===== src/rtl/pmem_arbiter_pkg.sv =====
// Shared types for the physical-memory arbiter: FSM states, grant ids, abort data.
// Latency: n/a (types and constants only).
// Backpressure: n/a.
//
// Contents:
//   state_e     - transaction sequencer states
//   gnt_e       - requester identity (fetch / load-store)
//   ABORT_DATA  - value loaded into the read-data register on reset and watchdog abort
package pmem_arb_pkg;

  typedef enum logic [1:0] {
    S_IDLE  = 2'd0,
    S_ISSUE = 2'd1,
    S_WAIT  = 2'd2,
    S_RESP  = 2'd3
  } state_e;

  typedef enum logic {
    GNT_IF = 1'b0,
    GNT_LS = 1'b1
  } gnt_e;

  // Replicated/zero-extended to DATA_W where used.
  localparam logic ABORT_DATA = 1'b0;

  // Requester that wins a tie: whichever was not granted last.
  function automatic gnt_e other_grant(input gnt_e g);
    return (g == GNT_LS) ? GNT_IF : GNT_LS;
  endfunction

endpackage


===== src/rtl/pmem_arbiter_rr_pick2.sv =====
// Two-way round-robin picker: chooses fetch or load/store from two request valids.
// Latency: purely combinational, zero cycles.
// Backpressure: none; the caller decides when the pick is consumed.
//
// Ports:
//   if_valid, ls_valid - request pending from each requester
//   last_grant         - requester that won the previous accepted transaction
//   grant              - chosen requester (only meaningful when any_valid)
//   any_valid          - at least one request pending
module rr_pick2
  import pmem_arb_pkg::*;
(
  input  logic if_valid,
  input  logic ls_valid,
  input  gnt_e last_grant,
  output gnt_e grant,
  output logic any_valid
);

  always_comb begin
    grant = GNT_IF;
    if (if_valid && ls_valid) begin
      grant = other_grant(last_grant);
    end else if (ls_valid) begin
      grant = GNT_LS;
    end
  end

  assign any_valid = if_valid || ls_valid;

endmodule


===== src/rtl/pmem_arbiter.sv =====
// Shares one physical-memory port between instruction fetch and load/store, one transaction at a time.
// Latency: accept at T, memory request from T+1, response pulse one cycle after mem_resp_valid (min 3 cycles).
// Backpressure: requests held until accepted in IDLE; memory request fields held until mem_req_ready.
//
// Ports:
//   clk, rst                      - clock, synchronous active-low reset
//   if_req_valid/ready, if_addr   - fetch request (read-only) handshake
//   if_resp_valid, if_rdata       - fetch response pulse and registered data
//   ls_req_valid/ready, ls_addr,
//   ls_wen, ls_wdata, ls_wmask    - load/store request handshake and fields
//   ls_resp_valid, ls_rdata       - load/store completion pulse and registered data
//   mem_req_valid/ready, mem_addr,
//   mem_wen, mem_wdata, mem_wmask - request to the memory port (latched fields)
//   mem_resp_valid, mem_rdata     - memory response
//   timeout_err                   - one-cycle pulse when the watchdog aborts a transaction
module pmem_arbiter
  import pmem_arb_pkg::*;
#(
  parameter int ADDR_W  = 64,
  parameter int DATA_W  = 64,
  parameter int TIMEOUT = 1024
) (
  input  logic                  clk,
  input  logic                  rst,

  input  logic                  if_req_valid,
  output logic                  if_req_ready,
  input  logic [ADDR_W-1:0]     if_addr,
  output logic                  if_resp_valid,
  output logic [DATA_W-1:0]     if_rdata,

  input  logic                  ls_req_valid,
  output logic                  ls_req_ready,
  input  logic [ADDR_W-1:0]     ls_addr,
  input  logic                  ls_wen,
  input  logic [DATA_W-1:0]     ls_wdata,
  input  logic [DATA_W/8-1:0]   ls_wmask,
  output logic                  ls_resp_valid,
  output logic [DATA_W-1:0]     ls_rdata,

  output logic                  mem_req_valid,
  input  logic                  mem_req_ready,
  output logic [ADDR_W-1:0]     mem_addr,
  output logic                  mem_wen,
  output logic [DATA_W-1:0]     mem_wdata,
  output logic [DATA_W/8-1:0]   mem_wmask,
  input  logic                  mem_resp_valid,
  input  logic [DATA_W-1:0]     mem_rdata,

  output logic                  timeout_err
);

  localparam int MASK_W = DATA_W / 8;

  // A zero TIMEOUT disables the watchdog; keep a 1-bit counter so widths stay legal.
  localparam bit WD_EN = (TIMEOUT > 0);
  localparam int CNT_W = WD_EN ? $clog2(TIMEOUT + 1) : 1;
  localparam logic [CNT_W-1:0] CNT_LAST = WD_EN ? CNT_W'(TIMEOUT - 1) : '0;
  localparam logic [CNT_W-1:0] CNT_SAT  = '1;

  localparam logic [DATA_W-1:0] RDATA_ABORT = {DATA_W{ABORT_DATA}};

  state_e           state;
  gnt_e             last_grant;
  gnt_e             owner;
  logic [CNT_W-1:0] wd_cnt;

  gnt_e pick;
  logic any_valid;
  logic accept;
  logic wd_fire;

  rr_pick2 u_pick (
    .if_valid   (if_req_valid),
    .ls_valid   (ls_req_valid),
    .last_grant (last_grant),
    .grant      (pick),
    .any_valid  (any_valid)
  );

  // Acceptance is a combinational one-cycle handshake in IDLE. The rst term keeps
  // every output quiet while reset is asserted, so an in-flight transaction
  // disappears without a response or abort pulse.
  assign accept       = rst && (state == S_IDLE) && any_valid;
  assign if_req_ready = accept && (pick == GNT_IF);
  assign ls_req_ready = accept && (pick == GNT_LS);

  assign mem_req_valid = rst && (state == S_ISSUE);

  // A response arriving in the same cycle as the deadline wins over the abort.
  assign wd_fire = WD_EN && (state == S_WAIT) && !mem_resp_valid && (wd_cnt == CNT_LAST);
  assign timeout_err = rst && wd_fire;

  assign if_resp_valid = rst && (state == S_RESP) && (owner == GNT_IF);
  assign ls_resp_valid = rst && (state == S_RESP) && (owner == GNT_LS);

  always_ff @(posedge clk) begin
    if (!rst) begin
      state      <= S_IDLE;
      last_grant <= GNT_LS;
      owner      <= GNT_IF;
      wd_cnt     <= '0;
      mem_addr   <= '0;
      mem_wen    <= 1'b0;
      mem_wdata  <= '0;
      mem_wmask  <= '0;
      if_rdata   <= RDATA_ABORT;
      ls_rdata   <= RDATA_ABORT;
    end else begin
      case (state)
        S_IDLE: begin
          if (any_valid) begin
            owner      <= pick;
            last_grant <= pick;
            if (pick == GNT_IF) begin
              mem_addr  <= if_addr;
              mem_wen   <= 1'b0;
              mem_wdata <= '0;
              mem_wmask <= {MASK_W{1'b0}};
            end else begin
              mem_addr  <= ls_addr;
              mem_wen   <= ls_wen;
              mem_wdata <= ls_wdata;
              mem_wmask <= ls_wmask;
            end
            state <= S_ISSUE;
          end
        end

        S_ISSUE: begin
          if (mem_req_ready) begin
            wd_cnt <= '0;
            state  <= S_WAIT;
          end
        end

        S_WAIT: begin
          if (mem_resp_valid) begin
            if (owner == GNT_IF) begin
              if_rdata <= mem_rdata;
            end else begin
              ls_rdata <= mem_rdata;
            end
            state <= S_RESP;
          end else if (wd_fire) begin
            if (owner == GNT_IF) begin
              if_rdata <= RDATA_ABORT;
            end else begin
              ls_rdata <= RDATA_ABORT;
            end
            state <= S_RESP;
          end else if (wd_cnt != CNT_SAT) begin
            // Saturate rather than wrap so a disabled watchdog never aliases.
            wd_cnt <= wd_cnt + 1'b1;
          end
        end

        S_RESP: begin
          state <= S_IDLE;
        end

        default: begin
          state <= S_IDLE;
        end
      endcase
    end
  end

endmodule


===== config.mk =====
export PLATFORM = sky130hd
export DESIGN_NAME = pmem_arbiter
export DESIGN_NICKNAME = d
export VERILOG_FILES = /design/src/rtl/pmem_arbiter_pkg.sv /design/src/rtl/pmem_arbiter_rr_pick2.sv /design/src/rtl/pmem_arbiter.sv
export SDC_FILE = /design/constraint.sdc
export NUM_CORES = 1
export LEC_CHECK = 0
export ABC_AREA = 1
export BUFFER_PORTS_ARGS = -buffer_cell sky130_fd_sc_hd__buf_2
export CAP_MARGIN = 40
export CORE_AREA = 2 2 212 214
export DETAILED_ROUTE_END_ITERATION = 8
export DIE_AREA = 0 0 214 216
export GPL_TIMING_DRIVEN = 1
export PLACE_DENSITY = 0.47
export SLEW_MARGIN = 20
export SYNTH_ARGS = -nofsm -noshare
export SYNTH_HDL_FRONTEND = slang
export SYNTH_HIERARCHICAL = 1
export SYNTH_SLANG_ARGS = --single-unit

===== constraint.sdc =====
create_clock -name clk -period 2.4 [get_ports clk]
set_input_delay 0.36 -clock clk [delete_from_list [all_inputs] [get_ports clk]]
set_output_delay 0.36 -clock clk [all_outputs]
set_load 0.05 [all_outputs]

==> results.py <==
metrics = {
    "status": {
        "status": "complete, no violations",
    },
    "setup_path": {
        "path_cells": "ha_4 -> nand3_2 -> nor2_4 -> nand3_2 -> nor4_4 -> buf_12",
        "reg2reg_from": "state[0]",
        "worstSetupStartpoint": "wd_cnt[0]",
        "cp_max_fo": 5,
        "crit_end": "timeout_err",
        "start_kind": "register",
        "cp_slowest_cell": "dfxtp_4",
        "critPathTopFamily": "simple AND/OR/NAND/NOR gates",
        "arrival_ns": 1.91,
        "path_class": "register to primary output",
        "worstReg2RegEnd": "ls_rdata[46]",
        "cpMostUsedCell": "nand3_2",
        "path_buf_inv": 1,
        "cpPeakStageDelay_ns": 0.37,
        "cp-end-kind": "primary output",
        "cp.depth": 6,
        "regToRegSetupSlack_ns": 0.28,
        "required_ns": 2.04,
        "r2r_cells": 10,
    },
    "global_routing": {
        "gr-total-overflow": 0,
        "grt_pass1_vias": 11600,
        "met3_usage_pct": 5.78,
        "grt_pass1_wl_um": 66400,
        "antenna_found_initial": 7,
        "track_usage_pct": 18.1,
        "grt.busiest_layer": "met2",
        "use_met2_pct": 29.8,
        "grt_use_met1_pct": 21.7,
        "grt_start_max_net_pins": 115,
    },
    "sta": {
        "post-route-period-util_pct": 94.7,
        "report.final.hold_viol_count": 0,
        "timing.setup.tns_ns": 0,
        "fmax_mhz": 440,
        "period_needed_ns": 2.27,
        "fin_worst_skew_ns": 0.0245,
        "slew_viol_final": 0,
        "max_slew_margin_pct": 56.3,
        "rsz0062_at_grt": "no",
        "tightest_slew_ns": 0.656,
        "setup_violations": 0,
    },
    "yosys": {
        "ys.warnings.count": 6,
        "synthArstFlopShare_pct": 0,
        "ys_types": 31,
        "ys_seq_elements": 280,
        "syn_area_um2": 11500,
        "synth_cells": 1554,
        "syn_avg_cell_area_um2": 7.38,
        "synth_edf_count": 0,
        "ys.flop_type": "dfxtp_1",
        "seq_area_frac_synth_pct": 48.8,
        "syn_nets": 1831,
    },
    "pwr": {
        "seq_power_share_pct": 32.1,
        "p_int_mw": 10.7,
        "clkPwrFrac_pct": 28.4,
        "p_leak_nw": 8.96,
        "combPwrFrac_pct": 39.5,
        "ir_worst_vdd_v": 0.000498,
        "p_sw_mw": 7.98,
        "powerDensity_nw_per_um2": 1120,
        "power.share.switching_pct": 42.8,
    },
    "placement": {
        "hpwl_um": 31000,
        "placed_cell_area_um2": 14900,
        "place_congestion": 0.819,
        "port_buffers": 541,
    },
    "floorplan": {
        "core_um2": 43800,
        "start_util_pct": 26.2,
        "rows": 77,
        "die_w_um": 214,
        "die_h_um": 216,
        "die_area_um2": 46200,
        "io_pins": 542,
    },
    "clock_network": {
        "tritoncts": "built",
        "path_clk_slew_ns": 0.06,
        "htree_num_levels": 2,
        "clockRootBuffer": "clkbuf_16",
        "insertion_delay_ns": 0.55,
        "cts_buffers": 35,
        "clock-sinks": 280,
        "ctsLongestPathBuffers": 3,
    },
    "layout": {
        "design_area_um2": 16600,
        "drive_above_1_share_pct": 30.7,
        "multi_input_area_um2": 4680,
        "final_core_util_pct": 37.8,
        "layout_common_cells": "536 x buf_2, 345 x nand2_1, 278 x nor2_1, 278 x dfxtp_1, 202 x inv_1",
        "area_growth_pct": 44.5,
        "fillCellCount": 4658,
        "nets": 2375,
        "final_common_cell": "buf_2",
        "seq_area_um2": 5610,
    },
    "detailed_routing": {
        "antenna_left": 0,
        "vias_per_cell": 4.37,
        "drt_wl_total_um": 42900,
        "first_pass_iters": 5,
        "wl_per_cell_um": 15.8,
        "drt_iter0_markers": 699,
        "num_vias": 11900,
        "route.detailed.drc": 0,
    },
    "flow_run": {
        "drv_cap": 0,
    },
    "worst_hold_path": {
        "hold_class": "input port to register",
        "hold_depth": 2,
    },
}
==> synthesized netlist by cell type (3+ instances only) <==
master | number | area (um2)
dfxtp_1 | 280 | 5610
inv_1 | 204 | 766
o211ai_1 | 64 | 480
o21ai_1 | 11 | 55.1
ha_1 | 6 | 75.1
a21oi_1 | 10 | 50.1
nor3_1 | 3 | 15.0
nand2_2 | 4 | 25.0
buf_1 | 3 | 11.3
clkbuf_1 | 78 | 293
nor2_1 | 281 | 1050
buf_6 | 4 | 45.0
nand2_1 | 346 | 1300
a32o_1 | 73 | 731
o21ai_0 | 71 | 355
nor2_2 | 3 | 18.8
buf_4 | 4 | 30.0
nand3_1 | 73 | 365
buf_2 | 22 | 110
==> worst min-delay path by stage <==
stage                 start       endpoint  slack (ns)
3_5_place_dp   ls_rdata[62]   ls_rdata[62]        0.46
4_1_cts        ls_wdata[58]  mem_wdata[58]     0.00003
6_report       ls_wdata[34]  mem_wdata[34]        0.04
2_1_floorplan    last_grant     last_grant        0.43
3_3_place_gp   ls_rdata[32]   ls_rdata[32]        0.46
5_1_grt         ls_wdata[3]   mem_wdata[3]        0.01
==> layout make-up <==
cell class                      count  area share, %
Tap cell                          592           4.47
Clock buffer                       53           6.23
Clock inverter                      9          0.755
Antenna cell                        4         0.0604
Multi-Input combinational cell    956           28.2
Sequential cell                   280           33.8
Inverter                          207           4.71
Timing Repair Buffer              618           21.7
==> cell families (layout without fill, tap and decap cells) <==
group / Yosys count / count (layout) / synth area share [%]
AND/OR/NAND/NOR: 716 / 716 / 24.6
buffers and inverters: 318 / 887 / 11.1
flip-flops: 280 / 280 / 48.8
AO/OA/AOI/OAI: 233 / 233 / 14.8
adder cells (fa/ha/maj): 6 / 6 / 0.654
XOR/XNOR: 1 / 1 / 0.0763
other: 0 / 4 / 0
==> worst reg2reg max path, stage by stage (launching register included) <==
cell and delay [ns]:
dfxtp_1 0.38, inv_1 0.10, ha_1 0.25, inv_4 0.13, nor2_1 0.07, nand4_1 0.12, nand2_2 0.11, nand2_2 0.29
buf_12 0.30, o21ai_0 0.18, nor2_1 0.13
==> power by group through the flow <==
stage / sequential (mW) / clock (mW) / combinational [mW]
floorplan: 8.61 / 0 / 2.57
global placement: 6.05 / 0 / 7.24
detailed placement: 6.05 / 0 / 7.30
CTS: 6.00 / 5.50 / 7.38
global route: 6.10 / 5.69 / 7.98
finish: 5.99 / 5.29 / 7.35
==> what timing repair did <==
| action | CTS | global route |
|---|---|---|
| endpoints found under the setup margin | 2 | 1 |
| resized for setup | 11 | 1 |
| hold endpoints to repair | 43 | 0 |
| pin swaps | 4 | 1 |
| buffers inserted | 2 | 0 |
| hold buffers | 43 | 0 |
==> registers in the layout (all words and copies together) (netlist names) <==
signal,count
if_rdata,64
last_grant,1
ls_rdata,64
mem_addr,64
mem_wdata,64
mem_wen,1
mem_wmask,8
owner,1
state,2
wd_cnt,11
==> routing by layer <==
metal | share of wire [%] | wire (um)
met5 | 0.18 | 77
met4 | 3.8 | 1640
met3 | 7.4 | 3190
met2 | 47 | 20000
met1 | 42 | 18000
==> per-stage QoR <==
stage               power (mW)  setup slack, ns  std cells  hold WS [ns]
global route              19.8          0.00258       2717        0.0128
detailed placement        13.4            0.282       2607         0.464
floorplan                 11.2            0.122       1554         0.434
CTS                       18.9           0.0130       2714     0.0000256
global placement          13.3            0.382       2606         0.457
finish                    18.6            0.128       2719        0.0371
No activity file was read; power rests on OpenSTA's default activity.
